==> config.mk <==
export PLATFORM = sky130hd
export DESIGN_NAME = high_radix_division
export DESIGN_NICKNAME = d
export VERILOG_FILES = /design/src/rtl/high_radix_division.sv
export SDC_FILE = /design/constraint.sdc
export NUM_CORES = 1
export LEC_CHECK = 0
export ABC_CLOCK_PERIOD_IN_PS = 10300
export BUFFER_PORTS_ARGS = -buffer_cell sky130_fd_sc_hd__clkbuf_2
export CORE_ASPECT_RATIO = 0.9
export CORE_MARGIN = 4
export CORE_UTILIZATION = 65
export DETAILED_ROUTE_END_ITERATION = 12
export PLACE_DENSITY_LB_ADDON = 0.08
export REMOVE_ABC_BUFFERS = 1
export SYNTH_ARGS = -nofsm -noshare
export SYNTH_HDL_FRONTEND = slang
export SYNTH_SLANG_ARGS = --single-unit
==> constraint.sdc <==
create_clock -name clk -period 10.3 [get_ports clk]
set_input_delay 1.03 -clock clk [delete_from_list [all_inputs] [get_ports clk]]
set_output_delay 1.03 -clock clk [all_outputs]
set_load 0.005 [all_outputs]
==> src/rtl/high_radix_division.sv <==
// high_radix_division: sequential radix-4 restoring divider, two quotient bits per cycle.
// Define HRD_SIGNED_EN for two's-complement operands; the default build divides unsigned.

module high_radix_division #(
    parameter int WIDTH = 16
) (
    input  logic             clk,
    input  logic             reset,
    input  logic             start,
    input  logic [WIDTH-1:0] x,
    input  logic [WIDTH-1:0] y,
    output logic             busy,
    output logic             done,
    output logic [WIDTH-1:0] quot,
    output logic [WIDTH-1:0] rem,
    output logic             dbz,
    output logic             ovf
);
    localparam int HALF  = WIDTH / 2;
    localparam int CNT_W = (HALF > 1) ? $clog2(HALF) : 1;
    localparam int RW    = WIDTH + 2;
    localparam logic [CNT_W-1:0] LAST_CNT = CNT_W'(HALF - 1);

    typedef enum logic [1:0] {S_IDLE, S_PREP, S_ITER, S_FIXUP} state_t;

    state_t state_q, state_d;

    logic [WIDTH-1:0] xin_q, xin_d;
    logic [WIDTH-1:0] yin_q, yin_d;
    logic [WIDTH-1:0] a_q, a_d;
    logic [WIDTH-1:0] d_q, d_d;
    logic [WIDTH-1:0] r_q, r_d;
    logic [CNT_W-1:0] cnt_q, cnt_d;
    logic             dbz_c_q, dbz_c_d;
    logic [WIDTH-1:0] quot_q, quot_d;
    logic [WIDTH-1:0] rem_q, rem_d;
    logic             dbz_q, dbz_d;
    logic             ovf_q, ovf_d;
    logic             done_q, done_d;

    logic [RW-1:0]    r_sh, d1, d2, d3;
    logic [1:0]       digit;
    logic [WIDTH-1:0] r_nxt;

`ifdef HRD_SIGNED_EN
    localparam logic [WIDTH-1:0] MOST_NEG = {1'b1, {(WIDTH-1){1'b0}}};

    logic qneg_q, qneg_d;
    logic rneg_q, rneg_d;
    logic ovf_c_q, ovf_c_d;

    // Magnitude of the most-negative value is 2^(WIDTH-1), which still fits unsigned.
    function automatic logic [WIDTH-1:0] abs_val(input logic signed [WIDTH-1:0] v);
        return (v < 0) ? WIDTH'(-v) : WIDTH'(v);
    endfunction

    function automatic logic [WIDTH-1:0] neg_if(input logic [WIDTH-1:0] v, input logic n);
        return n ? (~v + WIDTH'(1)) : v;
    endfunction
`endif

    // FSM state register
    always_ff @(posedge clk or posedge reset) begin
        if (reset) begin
            state_q <= S_IDLE;
        end else begin
            state_q <= state_d;
        end
    end

    // FSM next-state logic
    always_comb begin
        state_d = state_q;
        case (state_q)
            S_IDLE:  if (start) state_d = S_PREP;
            S_PREP:  state_d = S_ITER;
            S_ITER:  if (cnt_q == LAST_CNT) state_d = S_FIXUP;
            S_FIXUP: state_d = S_IDLE;
            default: state_d = S_IDLE;
        endcase
    end

    // FSM outputs
    always_comb begin
        busy = (state_q != S_IDLE);
        done = done_q;
        quot = quot_q;
        rem  = rem_q;
        dbz  = dbz_q;
        ovf  = ovf_q;
    end

    // Radix-4 digit selection; 3D is kept at WIDTH+2 bits so nothing is truncated.
    always_comb begin
        r_sh = {r_q, a_q[WIDTH-1:WIDTH-2]};
        d1   = {2'b00, d_q};
        d2   = {1'b0, d_q, 1'b0};
        d3   = d1 + d2;
        if (r_sh >= d3) begin
            digit = 2'd3;
            r_nxt = WIDTH'(r_sh - d3);
        end else if (r_sh >= d2) begin
            digit = 2'd2;
            r_nxt = WIDTH'(r_sh - d2);
        end else if (r_sh >= d1) begin
            digit = 2'd1;
            r_nxt = WIDTH'(r_sh - d1);
        end else begin
            digit = 2'd0;
            r_nxt = WIDTH'(r_sh);
        end
    end

    always_comb begin
        xin_d   = xin_q;
        yin_d   = yin_q;
        a_d     = a_q;
        d_d     = d_q;
        r_d     = r_q;
        cnt_d   = cnt_q;
        dbz_c_d = dbz_c_q;
        quot_d  = quot_q;
        rem_d   = rem_q;
        dbz_d   = dbz_q;
        ovf_d   = ovf_q;
        done_d  = 1'b0;
`ifdef HRD_SIGNED_EN
        qneg_d  = qneg_q;
        rneg_d  = rneg_q;
        ovf_c_d = ovf_c_q;
`endif
        case (state_q)
            S_IDLE: begin
                if (start) begin
                    xin_d = x;
                    yin_d = y;
                end
            end
            S_PREP: begin
                r_d     = '0;
                cnt_d   = '0;
                dbz_c_d = (yin_q == '0);
`ifdef HRD_SIGNED_EN
                a_d     = abs_val(xin_q);
                d_d     = abs_val(yin_q);
                qneg_d  = xin_q[WIDTH-1] ^ yin_q[WIDTH-1];
                rneg_d  = xin_q[WIDTH-1];
                ovf_c_d = (xin_q == MOST_NEG) && (yin_q == '1);
`else
                a_d     = xin_q;
                d_d     = yin_q;
`endif
            end
            S_ITER: begin
                a_d   = {a_q[WIDTH-3:0], digit};
                r_d   = r_nxt;
                cnt_d = cnt_q + CNT_W'(1);
            end
            S_FIXUP: begin
                done_d = 1'b1;
                dbz_d  = 1'b0;
                ovf_d  = 1'b0;
                if (dbz_c_q) begin
                    quot_d = '1;
                    rem_d  = xin_q;
                    dbz_d  = 1'b1;
`ifdef HRD_SIGNED_EN
                end else if (ovf_c_q) begin
                    quot_d = xin_q;
                    rem_d  = '0;
                    ovf_d  = 1'b1;
                end else begin
                    quot_d = neg_if(a_q, qneg_q);
                    rem_d  = neg_if(r_q, rneg_q);
                end
`else
                end else begin
                    quot_d = a_q;
                    rem_d  = r_q;
                end
`endif
            end
            default: ;
        endcase
    end

    always_ff @(posedge clk or posedge reset) begin
        if (reset) begin
            xin_q   <= '0;
            yin_q   <= '0;
            a_q     <= '0;
            d_q     <= '0;
            r_q     <= '0;
            cnt_q   <= '0;
            dbz_c_q <= 1'b0;
            quot_q  <= '0;
            rem_q   <= '0;
            dbz_q   <= 1'b0;
            ovf_q   <= 1'b0;
            done_q  <= 1'b0;
`ifdef HRD_SIGNED_EN
            qneg_q  <= 1'b0;
            rneg_q  <= 1'b0;
            ovf_c_q <= 1'b0;
`endif
        end else begin
            xin_q   <= xin_d;
            yin_q   <= yin_d;
            a_q     <= a_d;
            d_q     <= d_d;
            r_q     <= r_d;
            cnt_q   <= cnt_d;
            dbz_c_q <= dbz_c_d;
            quot_q  <= quot_d;
            rem_q   <= rem_d;
            dbz_q   <= dbz_d;
            ovf_q   <= ovf_d;
            done_q  <= done_d;
`ifdef HRD_SIGNED_EN
            qneg_q  <= qneg_d;
            rneg_q  <= rneg_d;
            ovf_c_q <= ovf_c_d;
`endif
        end
    end

endmodule
==> impl_metrics.env <==
export IMPL_vdd_drop_max_uv=275
export IMPL_cts_tree="built"
export IMPL_drv_slew=0
export IMPL_avgViaCountPerCell=6.38
export IMPL_async_flop_share_pct=100
export IMPL_antenna_left=0
export IMPL_cap_violations=0
export IMPL_critical_path_required_ns=10.66
export IMPL_clockRootBuffer="clkbuf_16"
export IMPL_finalSetupTns_ns=0
export IMPL_post_cts_setup_buffers=0
export IMPL_grt_overflow_total=0
export IMPL_cts_max_level=4
export IMPL_clock_sinks=120
export IMPL_use_met2_pct=53.7
export IMPL_cts_buffer_depth=2
export IMPL_avgRoutedWirePerCell_um=20.6
export IMPL_drt_iter0_markers=711
export IMPL_rsz0062_at_grt="no"
export IMPL_leakagePower_nw=4.34
export IMPL_hold_violations=0
export IMPL_crit_path_end_kind="flop"
export IMPL_antenna_cells=0
export IMPL_start_util_pct=67.3
export IMPL_place_congestion=0.967
export IMPL_relSlewSlack_pct=44.4
export IMPL_path_clk_slew_ns=0.06
export IMPL_power_density_nw_per_um2=412
export IMPL_vias=6994
export IMPL_avgSynthCellArea_um2=9.50
export IMPL_synth_area_um2=8190
export IMPL_period_share_pct=49.5
export IMPL_synth_area_leaders="dfrtp_1 (37%), ha_1 (11%), a21oi_1 (5.5%)"
export IMPL_yosysSeqAreaShare_pct=36.7
export IMPL_cts_resized=0
export IMPL_die_h_um=114
export IMPL_core_area_um2=12200
export IMPL_critPathKind="flop to flop"
export IMPL_fin_area_um2=9190
export IMPL_drcViolationCount=0
export IMPL_syn_inst=862
export IMPL_cp_start_kind="flop"
export IMPL_drive_above_1_share_pct=17.9
export IMPL_antenna_found_initial=0
export IMPL_layout_nets=1034
export IMPL_grt_pass1_wl_mm=36.3
export IMPL_cp_arrival_ns=5.46
export IMPL_port_buffers=69
export IMPL_use_met1_pct=41.6
export IMPL_yosys_warnings=0
export IMPL_die_w_um=126
export IMPL_setup_viol=0
export IMPL_insertion_delay_ns=0.43
export IMPL_final_util_pct=75.5
export IMPL_grt_busiest_layer="met2"
export IMPL_dp_final_hpwl_mm=16.6
export IMPL_syn2layout_area_growth_pct=12.2
export IMPL_fmax_ghz=0.196
export IMPL_gr_usage_all_layers_pct=32.1
export IMPL_tightestPinTransition_ns=0.834
export IMPL_numCtsBuffers=17
export IMPL_row_count=38
export IMPL_wl_mm=22.6
export IMPL_synth_seq_cells=120
export IMPL_dpl_instance_area_um2=8640
export IMPL_holdBufCountCts=0
export IMPL_drt_first_pass_iters=5
export IMPL_synth_top_cell_area_share_pct=36.7
export IMPL_yosys_area_top_type="dfrtp_1"
export IMPL_met3_usage_pct=6.34
export IMPL_dieArea_um2=14500
export IMPL_skew_ns=0.0173
export IMPL_grt_max_degree=67
export IMPL_hold_class="flop to flop"
export IMPL_crit_path_max_fanout=11
export IMPL_synth_edf_count=0
export IMPL_synth_ff_type="dfrtp_1"
export IMPL_period_minus_slack_ns=5.10
export IMPL_netlist_cell_type_count=70
export IMPL_grt_pass1_vias=7021
export IMPL_status="complete, no violations"
export IMPL_ioPinCount=71
==> sequential cells by signal, indices dropped and copies added, names as in the netlist <==
| register | flops |
|---|---|
| quot | 16 |
| dbz_c_q | 1 |
| xin_q | 16 |
| d_q | 16 |
| yin_q | 16 |
| state_q | 2 |
| done | 1 |
| r_q | 16 |
| dbz | 1 |
| cnt_q | 3 |
| rem | 16 |
| a_q | 16 |
==> layer usage <==
metal,part of all wire (%),up-vias
met5,0,-
met4,2.5,0
met3,6.1,50
met2,49,277
met1,43,3411
li1,-,3256
==> through the flow <==
step                hold WS [ns]  worst slack [ns]  power, W  std cells
floorplan                  0.457              6.08   0.00253        827
global placement           0.472              5.64   0.00308       1064
detailed placement         0.495              5.44   0.00316       1064
CTS                        0.513              5.34   0.00375       1096
global route               0.524              4.90   0.00405       1096
finish                     0.510              5.20   0.00379       1096
==> cell usage in the layout (no fill, tap or decap), types with 6 or more instances in the layout <==
master / instances
o211ai_1: 6
a21oi_1: 90
a31oi_1: 8
clkbuf_2: 69
and3_1: 7
xnor2_1: 29
clkbuf_16: 17
buf_4: 8
mux2_2: 36
inv_1: 41
ha_1: 71
o31a_1: 7
nor4_1: 7
or3_1: 7
xor2_1: 18
mux2i_1: 41
o221ai_1: 7
nor2b_1: 6
nand4_1: 7
nor2_1: 87
a21o_1: 17
nand2_1: 53
o21a_1: 10
dfrtp_1: 120
o21ai_0: 46
nor3_1: 7
o21bai_1: 6
nand2b_1: 6
nand3_1: 6
==> critical path, cell delays in order (launching register included) <==
cell	delay, ns
dfrtp_1	0.45
ha_1	0.26
fa_1	0.42
a21oi_1	0.17
o21bai_1	0.11
a21oi_1	0.22
o21a_1	0.25
o211ai_1	0.15
a31o_2	0.26
a21oi_1	0.17
xnor2_1	0.15
ha_1	0.30
a21oi_1	0.14
nor2_1	0.06
a211oi_1	0.30
nor3b_1	0.24
a22o_1	0.53
nand3_1	0.40
o22ai_1	0.29
a221o_1	0.13
==> Yosys cell counts (all sizes together) (8+ instances only) <==
| library cell | n |
|---|---|
| nand2 | 54 |
| o21a | 11 |
| o21ai | 47 |
| dfrtp | 120 |
| ha | 72 |
| clkbuf | 20 |
| mux2 | 36 |
| a31oi | 8 |
| xor2 | 18 |
| xnor2 | 29 |
| buf | 15 |
| a21o | 17 |
| inv | 42 |
| nor2 | 88 |
| a21oi | 90 |
| and3 | 8 |
| mux2i | 41 |
==> where the power goes <==
| part | total [W] | internal, W | switching (W) |
|---|---|---|---|
| logic | 0.00235 | 0.000965 | 0.00138 |
| registers | 0.000882 | 0.000690 | 0.000191 |
| clock network | 0.000558 | 0.000312 | 0.000245 |
| total | 0.00379 | 0.00197 | 0.00182 |
==> area by class of cell <==
class / instances / area (um^2)
clock buffers: 17 / 425
clock inverters: 15 / 120
multi-input cells: 665 / 4870
repair buffers: 77 / 405
flip-flops and latches: 120 / 3000
well taps: 160 / 200
inverters: 42 / 160
fillers: 885 / 2990
==> logic make-up after synthesis <==
group                      synth area share [%]
AOI/OAI and AO/OA                          20.1
and+or+nand+nor                            12.4
other                                    0.0458
muxes                                      9.96
xor gates and xnor gates                   5.03
buffers and inverters                      3.84
adders and majority gates                  12.0
DFF                                        36.7
==> final timing paths <==
check,slack (ns),from,end,cells after the start
min in group asynchronous,0.70,reset,dbz,2
min reg2reg,0.51,dbz,dbz,1
max in group asynchronous,8.28,reset,d_q[12],3
max,5.20,d_q[1],r_q[4],19
max reg2reg,5.20,d_q[1],r_q[4],19
min,0.51,dbz,dbz,1
Power figures use the tool's default switching activity.
